**src/rtl/act_feeder_pkg.sv**
```systemverilog
`default_nettype none
// ============================================================================
// Module      : act_feeder_pkg
// Description : Shared constants and read-FSM state type for the inter-layer
//               activation feeder.
// Revision    : 1.0 - initial release
// ============================================================================
package act_feeder_pkg;

    // Default geometry: one bank holds one full upstream layer output.
    localparam int C_DATA_WIDTH   = 8;
    localparam int C_DEPTH        = 128;
    localparam int C_DRAIN_CYCLES = 3;
    localparam int C_ADDR_W       = $clog2(C_DEPTH);

    // Read-side sequencing: replay a bank, let the downstream pipe settle,
    // pulse relu, then hold the bank until the downstream unit is done.
    typedef enum logic [2:0] {
        RD_IDLE    = 3'd0,
        RD_STREAM  = 3'd1,
        RD_DRAIN   = 3'd2,
        RD_FIRE    = 3'd3,
        RD_WAIT_PU = 3'd4
    } rd_state_t;

endpackage : act_feeder_pkg
`default_nettype wire

```
**src/rtl/act_bank_ram.sv**
```systemverilog
`default_nettype none
// ============================================================================
// Module      : act_bank_ram
// Description : Two-bank activation store, one write port and one synchronous
//               read port. Address is {bank, index}.
// Revision    : 1.0 - initial release
// ============================================================================
module act_bank_ram #(
    parameter int DATA_WIDTH = 8,
    parameter int DEPTH      = 128
) (
    input  logic                         clk_i,
    input  logic                         rstn_i,
    input  logic                         we_i,
    input  logic [$clog2(DEPTH):0]       waddr_i,
    input  logic [DATA_WIDTH-1:0]        wdata_i,
    input  logic                         re_i,
    input  logic [$clog2(DEPTH):0]       raddr_i,
    output logic [DATA_WIDTH-1:0]        rdata_o
);

    logic [DATA_WIDTH-1:0] r_mem [0:2*DEPTH-1];
    logic [DATA_WIDTH-1:0] r_rdata;

    // Storage array: no reset so it maps onto block RAM.
    always_ff @(posedge clk_i) begin
        if (we_i) begin
            r_mem[waddr_i] <= wdata_i;
        end
    end

    // Read register only updates on a read, so the last value is held between streams.
    always_ff @(posedge clk_i or negedge rstn_i) begin
        if (!rstn_i) begin
            r_rdata <= '0;
        end else if (re_i) begin
            r_rdata <= r_mem[raddr_i];
        end
    end

    assign rdata_o = r_rdata;

endmodule : act_bank_ram
`default_nettype wire

```
**src/rtl/act_stream_feeder.sv**
```systemverilog
`default_nettype none
// ============================================================================
// Module      : act_stream_feeder
// Description : Ping-pong activation buffer. Captures the upstream byte stream
//               into alternating banks and replays each closed bank into the
//               downstream unit as mac_en/din/waddr, followed by relu_en.
// Revision    : 1.0 - initial release
// ============================================================================
module act_stream_feeder
    import act_feeder_pkg::*;
#(
    parameter int DATA_WIDTH   = C_DATA_WIDTH,
    parameter int DEPTH        = C_DEPTH,
    parameter int DRAIN_CYCLES = C_DRAIN_CYCLES
) (
    input  logic                       clk_i,
    input  logic                       rstn_i,
    input  logic                       in_valid_i,
    input  logic [DATA_WIDTH-1:0]      in_data_i,
    input  logic                       in_done_i,
    input  logic                       pu_done_i,
    output logic                       mac_en_o,
    output logic [DATA_WIDTH-1:0]      din_o,
    output logic [$clog2(DEPTH)-1:0]   waddr_o,
    output logic                       relu_en_o,
    output logic                       busy_o,
    output logic                       ovf_o,
    output logic                       len_err_o
);

    localparam int ADDR_W  = $clog2(DEPTH);
    localparam int CNT_W   = ADDR_W + 1;
    localparam int DRAIN_W = (DRAIN_CYCLES > 1) ? $clog2(DRAIN_CYCLES) : 1;

    localparam logic [CNT_W-1:0]   C_FULL_CNT   = CNT_W'(DEPTH);
    localparam logic [DRAIN_W-1:0] C_DRAIN_LOAD = DRAIN_W'(DRAIN_CYCLES - 1);

    // ---------------- write side ----------------
    logic             r_wr_bank;
    logic [CNT_W-1:0] r_wr_cnt;
    logic [1:0]       r_full;
    logic [CNT_W-1:0] r_len [2];
    logic             r_ovf;
    logic             r_len_err;

    logic             w_accept;
    logic [CNT_W-1:0] w_cnt_inc;
    logic             w_close;
    logic [1:0]       w_full_set;
    logic [1:0]       w_full_clr;

    // ---------------- read side ----------------
    rd_state_t           r_state;
    rd_state_t           w_state_nxt;
    logic                r_rd_bank;
    logic [ADDR_W-1:0]   r_rd_idx;
    logic [DRAIN_W-1:0]  r_drain_cnt;
    logic [CNT_W-1:0]    w_rd_len;
    logic                w_last;
    logic                w_release;
    logic                w_rd_en;

    logic                  r_mac_en;
    logic [ADDR_W-1:0]     r_waddr;
    logic                  r_relu_en;
    logic [DATA_WIDTH-1:0] w_rdata;

    // A byte is stored only into a bank that is still open; the byte counts
    // toward the length before a same-cycle in_done closes the bank.
    assign w_accept  = in_valid_i & ~r_full[r_wr_bank];
    assign w_cnt_inc = r_wr_cnt + CNT_W'(w_accept);
    assign w_close   = (w_cnt_inc == C_FULL_CNT) | (in_done_i & (w_cnt_inc != '0));

    assign w_release  = (r_state == RD_WAIT_PU) & pu_done_i;
    assign w_full_set = w_close   ? (r_wr_bank ? 2'b10 : 2'b01) : 2'b00;
    assign w_full_clr = w_release ? (r_rd_bank ? 2'b10 : 2'b01) : 2'b00;

    assign w_rd_len = r_len[r_rd_bank];
    assign w_last   = ({1'b0, r_rd_idx} == (w_rd_len - CNT_W'(1)));
    assign w_rd_en  = (r_state == RD_STREAM);

    // Write counter, bank pointer, bank lengths and sticky error flags.
    always_ff @(posedge clk_i or negedge rstn_i) begin
        if (!rstn_i) begin
            r_wr_bank <= 1'b0;
            r_wr_cnt  <= '0;
            r_len[0]  <= '0;
            r_len[1]  <= '0;
            r_ovf     <= 1'b0;
            r_len_err <= 1'b0;
        end else begin
            if (w_close) begin
                r_len[r_wr_bank] <= w_cnt_inc;
                r_wr_cnt         <= '0;
                r_wr_bank        <= ~r_wr_bank;
            end else begin
                r_wr_cnt <= w_cnt_inc;
            end
            if (in_valid_i & r_full[r_wr_bank]) begin
                r_ovf <= 1'b1;
            end
            if (w_close & in_done_i & (w_cnt_inc != C_FULL_CNT)) begin
                r_len_err <= 1'b1;
            end
        end
    end

    // Bank occupancy: closing one bank and releasing the other may coincide.
    always_ff @(posedge clk_i or negedge rstn_i) begin
        if (!rstn_i) begin
            r_full <= 2'b00;
        end else begin
            r_full <= (r_full & ~w_full_clr) | w_full_set;
        end
    end

    // Read FSM state register.
    always_ff @(posedge clk_i or negedge rstn_i) begin
        if (!rstn_i) begin
            r_state <= RD_IDLE;
        end else begin
            r_state <= w_state_nxt;
        end
    end

    // Read FSM next-state decode.
    always_comb begin
        w_state_nxt = r_state;
        unique case (r_state)
            RD_IDLE:    if (r_full[r_rd_bank])  w_state_nxt = RD_STREAM;
            RD_STREAM:  if (w_last)             w_state_nxt = RD_DRAIN;
            RD_DRAIN:   if (r_drain_cnt == '0)  w_state_nxt = RD_FIRE;
            RD_FIRE:                            w_state_nxt = RD_WAIT_PU;
            RD_WAIT_PU: if (pu_done_i)          w_state_nxt = RD_IDLE;
            default:                            w_state_nxt = RD_IDLE;
        endcase
    end

    // Read index, drain countdown and read bank pointer.
    always_ff @(posedge clk_i or negedge rstn_i) begin
        if (!rstn_i) begin
            r_rd_idx    <= '0;
            r_drain_cnt <= '0;
            r_rd_bank   <= 1'b0;
        end else begin
            case (r_state)
                RD_IDLE: begin
                    r_rd_idx <= '0;
                end
                RD_STREAM: begin
                    r_rd_idx <= r_rd_idx + ADDR_W'(1);
                    if (w_last) begin
                        r_drain_cnt <= C_DRAIN_LOAD;
                    end
                end
                RD_DRAIN: begin
                    if (r_drain_cnt != '0) begin
                        r_drain_cnt <= r_drain_cnt - DRAIN_W'(1);
                    end
                end
                default: begin
                end
            endcase
            if (w_release) begin
                r_rd_bank <= ~r_rd_bank;
            end
        end
    end

    // Output registers aligned with the one-cycle RAM read latency.
    always_ff @(posedge clk_i or negedge rstn_i) begin
        if (!rstn_i) begin
            r_mac_en  <= 1'b0;
            r_waddr   <= '0;
            r_relu_en <= 1'b0;
        end else begin
            r_mac_en  <= w_rd_en;
            r_relu_en <= (r_state == RD_FIRE);
            if (w_rd_en) begin
                r_waddr <= r_rd_idx;
            end
        end
    end

    act_bank_ram #(
        .DATA_WIDTH (DATA_WIDTH),
        .DEPTH      (DEPTH)
    ) u_bank_ram (
        .clk_i   (clk_i),
        .rstn_i  (rstn_i),
        .we_i    (w_accept),
        .waddr_i ({r_wr_bank, r_wr_cnt[ADDR_W-1:0]}),
        .wdata_i (in_data_i),
        .re_i    (w_rd_en),
        .raddr_i ({r_rd_bank, r_rd_idx}),
        .rdata_o (w_rdata)
    );

    assign mac_en_o  = r_mac_en;
    assign din_o     = w_rdata;
    assign waddr_o   = r_waddr;
    assign relu_en_o = r_relu_en;
    assign busy_o    = (r_state != RD_IDLE);
    assign ovf_o     = r_ovf;
    assign len_err_o = r_len_err;

endmodule : act_stream_feeder
`default_nettype wire

```
**config.mk**
```make
export PLATFORM = sky130hd
export DESIGN_NAME = act_stream_feeder
export DESIGN_NICKNAME = d
export VERILOG_FILES = /design/src/rtl/act_feeder_pkg.sv /design/src/rtl/act_bank_ram.sv /design/src/rtl/act_stream_feeder.sv
export SDC_FILE = /design/constraint.sdc
export NUM_CORES = 2
export LEC_CHECK = 0
export ABC_AREA = 1
export BUFFER_PORTS_ARGS = -buffer_cell sky130_fd_sc_hd__clkbuf_2
export CORE_MARGIN = 3
export CORE_UTILIZATION = 60
export CTS_CLUSTER_SIZE = 30
export DETAILED_ROUTE_END_ITERATION = 12
export PLACE_DENSITY = 0.74
export SLEW_MARGIN = 20
export SYNTH_ARGS = -nofsm -noshare
export SYNTH_HDL_FRONTEND = slang
export SYNTH_SLANG_ARGS = --single-unit
```
**constraint.sdc**
```tcl
create_clock -name clk_i -period 6.9 [get_ports clk_i]
set_input_delay 1.035 -clock clk_i [delete_from_list [all_inputs] [get_ports clk_i]]
set_output_delay 1.035 -clock clk_i [all_outputs]
set_load 0.01 [all_outputs]
```
---- Word-level counts from Yosys, hierarchy flattened ----
Memories as Yosys holds them, arrays and structs flattened. A register that Yosys moved wholly into a read port is not among the register bits.
Index checks and enable logic that the tools add are counted.
word-level totals
  register bits ........................... 51
  RAM bits ................................ 2048
  input port bits ......................... 13
  output and inout bits ................... 20
  memories ................................ 1
operators by class
  add/sub/neg operators ................... 4
  $lt $le $gt $ge ......................... 5
  eq/ne operators ......................... 12
  muxes and demuxes ....................... 26
  bitwise logic cells ..................... 15
  reduce and logical (&&, ||, !) cells .... 11
memories
  memory            depth  width  read ports  clocked after memory_dff  write ports  RTL line            text
  u_bank_ram.r_mem  256    8      1           1                         1            act_bank_ram.sv:22  logic [DATA_WIDTH-1:0] r_mem [0:2*DEPTH-1];
operator list
  cell                 number
  $mux 8               5
  $bwmux 16            1
  $pmux 3 s5           1
  $pmux 7 s2           1
  $mux 2               6
  $mux 3               4
  $ne 2x2->1 const B   5
  $add 8x1->8          1
  $demux 8 s1          1
  $eq 7x8->1           1
  $eq 8x8->1 const B   1
  $ne 8x8->1 const B   1
  $reduce_bool 8->1    1
  $sub 8x1->8 const B  1
  $add 7x1->7 const B  1
  $and 1x1->1          6
  $eq 3x2->1 const B   2
  $mux 1               6
  $reduce_bool 2->1    3
  $ge 2x2->1 const B   2
  $lt 1x2->1 const B   2
  $not 1->2            2
  $pmux 2 s2           1
  $reduce_and 4->1     1
  15 further kinds     17

---- Depth between registers and ports, before layout ----
  word-level depth ........................ 10
  depth in mapped cells ................... 19
  gate-level depth less buffers ........... 17

---- Modules after synthesis ----
A second synthesis with hierarchy kept.
second synthesis, totals
  cells, all modules ...................... 7352
  area, all modules ....................... 86183.9 µm²
modules (own cells, without submodules)
  module             times used  cells an instance  area each (µm²)  seq. area each (µm²)
  act_bank_ram       1           7004               83525.1          61699.2
  act_stream_feeder  1           348                2658.8           1276.2

---- Worst setup path before layout ----
Ideal clock, no wire load.
  path type ............................... input-to-reg
  from .................................... in in_valid_i
  to ...................................... reg r_len[6] in the netlist's numbering
  library setup time ...................... 0.123 ns
  arrival ................................. 2.967 ns
  data required time ...................... 6.777 ns
  slack ................................... 3.810 ns
  stages on the path ...................... 16
  path buffers ............................ 2
  cells stage by stage .................... inv_1 nor2_4 buf_6 ha_1 ha_1 nand3_1 nor2_1 xor2_1 inv_1 nand3_1 nand2_1 nand2_2 nand2_4 buf_6 nand2_1 o21ai_1
between the ends
  longest elaborated chain between the ends .. 5
RTL lines
  what                             RTL line                 text
  from (decl)                      act_stream_feeder.sv:18  input logic in_valid_i,
  $and 1x1->1 *                    act_stream_feeder.sv:70  assign w_accept = in_valid_i & ~r_full[r_wr_bank];
  $add 8x1->8 *                    act_stream_feeder.sv:71  assign w_cnt_inc = r_wr_cnt + CNT_W'(w_accept);
  $reduce_bool 8->1                act_stream_feeder.sv:72  assign w_close = (w_cnt_inc == C_FULL_CNT) | (in_done_i & (w_cnt_inc != '0));
  $and 1x1->1                      act_stream_feeder.sv:72
  $or 1x1->1                       act_stream_feeder.sv:72
  to (signal, indexed assignment)  act_stream_feeder.sv:93  r_len[r_wr_bank] <= w_cnt_inc;
  to (decl)                        act_stream_feeder.sv:42  logic [CNT_W-1:0] r_len [2];
Mark *: on every way between the ends. The rest lies on a longest branch, timed or not.
A chain may end at the register's enable or synchronous reset.

==> impl_metrics.ini <==
[worst_setup_path]
crit_chain = buf_4 > buf_4 > nand2_1 > nand2_1 > nand2_1 > nand2_1 > nand2_1 > nand3_1 > nand3_1 > nand3_1 > nand3_1 > nand3_1 > nand3_1 > nand2_1
critPathLaunchType = flip-flop
slowest_delay_ps = 840
cp-end-kind = flip-flop
cp.required_ps = 7690
criticalPathCategory = flip-flop to flip-flop
crit_slowest_cell = buf_4
cp.arrival_ps = 4800
critPathMaxFanout = 90

[clock_tree]
postCtsSetupBuffers = 0
clockBufferDepth = 3
cts.sinks = 2107
worst_skew_pair.late_latency_ps = 850
cts_resized = 0
path_clk_slew_ps = 60
htreeDepth = 4
hold_buffers = 0
cts_tree = yes
cts_buffers = 202
cts-root-buf = clkbuf_16

[logic_synthesis]
synth.avg_cell_area_um2 = 11.0
synth_top_family_by_area = simple AND/OR/NAND/NOR gates
synth_xor_area_share_pct = 0.153
synth_cell_types = 43
yosysSeqAreaShare_pct = 69.5
synthAdderAreaFrac_pct = 0.0691
synth_cells = 8240
yosys.area_share.simple_pct = 19.9
synth_compound_area_share_pct = 4.40
yosysTopAreaCellShare_pct = 67.9
synth_seq_cells = 2107
synth_nets = 8258
synth_warnings = 0
synth_top_cell_by_area = edfxtp_1
netlist_area_um2 = 90600
muxShareOfSynthArea_pct = 0
synth_area_leaders = edfxtp_1, nand2_1, nand3_1

[cells_and_area]
area_growth_syn_to_layout_pct = 8.09
fill_cells = 10947
nNetsFinal = 8059
drive_above_1_share_pct = 7.13
layout_commonest_cell = nand2_1
final_cell_mix = nand2_1, edfxtp_1, nand3_1
fin_util_pct = 65.7

[min_path]
holdCritPathClass = input port to asynchronous set/reset pin

[sta]
drv_slew = 0
finalCritPeriodShare_pct = 58.1
fin_setup_tns_ps = 0
finalSetupViolations = 0
rsz0062_at_grt = no
final-hold-violation-count = 0
skew_ps = 40.4
worstMarginPinSlew_ps = 1230
fmax_mhz = 250
post-route-min-period_ps = 4010
holdWs_ps = 330
maxSlewHeadroom_pct = 17.7

[global_route]
grt_use_total_pct = 29.0
grt_start_max_net_pins = 210
overflow = 0
met1_usage_pct = 40.1
use_met3_pct = 6.37
grt_pass1_vias = 57551
grt_most_used_layer = met2
antenna_found_initial = 7
grt_pass1_wl_um = 344000
use_met2_pct = 44.9

[pwr]
powerDensity_nw_per_um2 = 359
totalPowerFinal_mw = 35.1
p_leak_nw = 37.4
vdd_drop_max_uv = 293

[drt]
via_count = 59966
ant_nets = 0
viasPerCell = 5.87
routed_wirelength_um = 229000
wl_per_cell_um = 22.4
drc = 0
drtIter0Drc = 7576
drtPass1Iterations = 8

[placed_design]
io_buffers = 32
gp_congestion = 0.867
dp_hpwl_um = 125000

[run]
maxCapViolCount = 0

[floorplan]
fp.dieArea_um2 = 156000
initial_core_util_pct = 60.8
dieHeight_um = 394
row_count = 141
core_area_um2 = 149000
die_width_um = 394
io_pins = 33

[status]
outcome = complete, no violations
[final cells by class]
cell class	count	area [um2]	share of cell area (%)
antenna	5	12.5	0.0128
clock buffer	250	5300	5.41
clock inverter	128	1180	1.20
inverter	725	2750	2.81
multi-input combinational	4916	22300	22.7
sequential	2107	63000	64.4
tap	2002	2500	2.56
timing repair buffer	89	885	0.904
[cells in the mapped netlist]
| master | number |
|---|---|
| o211ai_2 | 137 |
| buf_2 | 167 |
| o22ai_1 | 1 |
| buf_4 | 36 |
| xor2_2 | 1 |
| nor2_1 | 496 |
| buf_1 | 27 |
| nand2_4 | 11 |
| nor4_1 | 1 |
| o31ai_1 | 1 |
| or2_0 | 10 |
| nor3_2 | 1 |
| edfxtp_1 | 2048 |
| buf_6 | 56 |
| dfrtp_1 | 59 |
| nor3b_1 | 1 |
| clkbuf_1 | 204 |
| o211ai_1 | 23 |
| nand2_1 | 2604 |
| xnor2_1 | 1 |
| nor3_1 | 338 |
| and2_1 | 1 |
| buf_8 | 2 |
| nand4_1 | 4 |
| a21oi_1 | 169 |
| inv_1 | 716 |
| nand3_2 | 1 |
| nor2_4 | 1 |
| o21bai_1 | 1 |
| a32o_1 | 1 |
| ha_1 | 5 |
| o21ai_2 | 12 |
| o41ai_1 | 1 |
| inv_2 | 6 |
| o21ai_1 | 24 |
| or2_2 | 32 |
| xor2_1 | 13 |
| o21ai_0 | 195 |
| nand3_1 | 746 |
| clkinv_1 | 3 |
| nand2_2 | 2 |
| or2_1 | 81 |
| o32ai_1 | 1 |
[metrics by stage]
step	worst slack [ps]	area, um2	instances
floorplan	3810	90600	8240
global placement	2890	91400	9839
detailed placement	2810	91400	9839
CTS	2970	97900	10217
global route	2620	97900	10217
finish	2890	97900	10222
[kinds of logic after synthesis]
group / count (synthesis)
buffers and inverters: 1217
AOI/OAI and AO/OA: 566
DFF: 2107
adders and majority gates: 5
xor gates and xnor gates: 15
and+or+nand+nor: 4330
[sequential cells by signal, indices dropped and copies added, names as in the netlist]
signal and cells:
r_wr_cnt 8, r_state 3, r_drain_cnt 2, len_err_o 1, ovf_o 1, r_len 16, waddr_o 7, u_bank_ram.rdata_o 8
mac_en_o 1, relu_en_o 1, r_wr_bank 1, r_full 2, r_rd_idx 7, u_bank_ram.r_mem 2048, r_rd_bank 1
[path summary, 6_finish.rpt]
check / start / to / slack [ps] / cells after the start
max in group asynchronous: rstn_i / r_rd_idx[2]$_DFFE_PN0N_ / 5930 / 2
min reg2reg: waddr_o[4]$_DFFE_PN0P_ / waddr_o[4]$_DFFE_PN0P_ / 470 / 2
max reg2reg: r_rd_idx[0]$_DFFE_PN0N_ / u_bank_ram.rdata_o[6]$_DFFE_PN0P_ / 2890 / 14
min: rstn_i / waddr_o[2]$_DFFE_PN0P_ / 330 / 2
max: r_rd_idx[0]$_DFFE_PN0N_ / u_bank_ram.rdata_o[6]$_DFFE_PN0P_ / 2890 / 14
min in group clk_i: waddr_o[4]$_DFFE_PN0P_ / waddr_o[4]$_DFFE_PN0P_ / 470 / 2
[critical path: cells and delay by family, from the launching register on]
| family | cells | cell delay, ps |
|---|---|---|
| buffers and inverters | 2 | 1670 |
| and+or+nand+nor | 12 | 1500 |
| DFF | 1 | 640 |
[where the power goes]
group	total, mW	internal [mW]	switching, mW	leakage (nW)
clock	10.8	6.04	4.80	3.15
sequential	14.4	14.1	0.265	19.2
combinational	9.86	2.79	7.07	15.1
total	35.1	23.0	12.1	37.4
[layer usage]
| metal | up-vias | wire (um) |
|---|---|---|
| li1 | 27339 | - |
| met1 | 28902 | 88900 |
| met2 | 3234 | 105000 |
| met3 | 487 | 25400 |
| met4 | 4 | 9150 |
| met5 | - | 151 |
No activity file was read; power rests on OpenSTA's default activity.
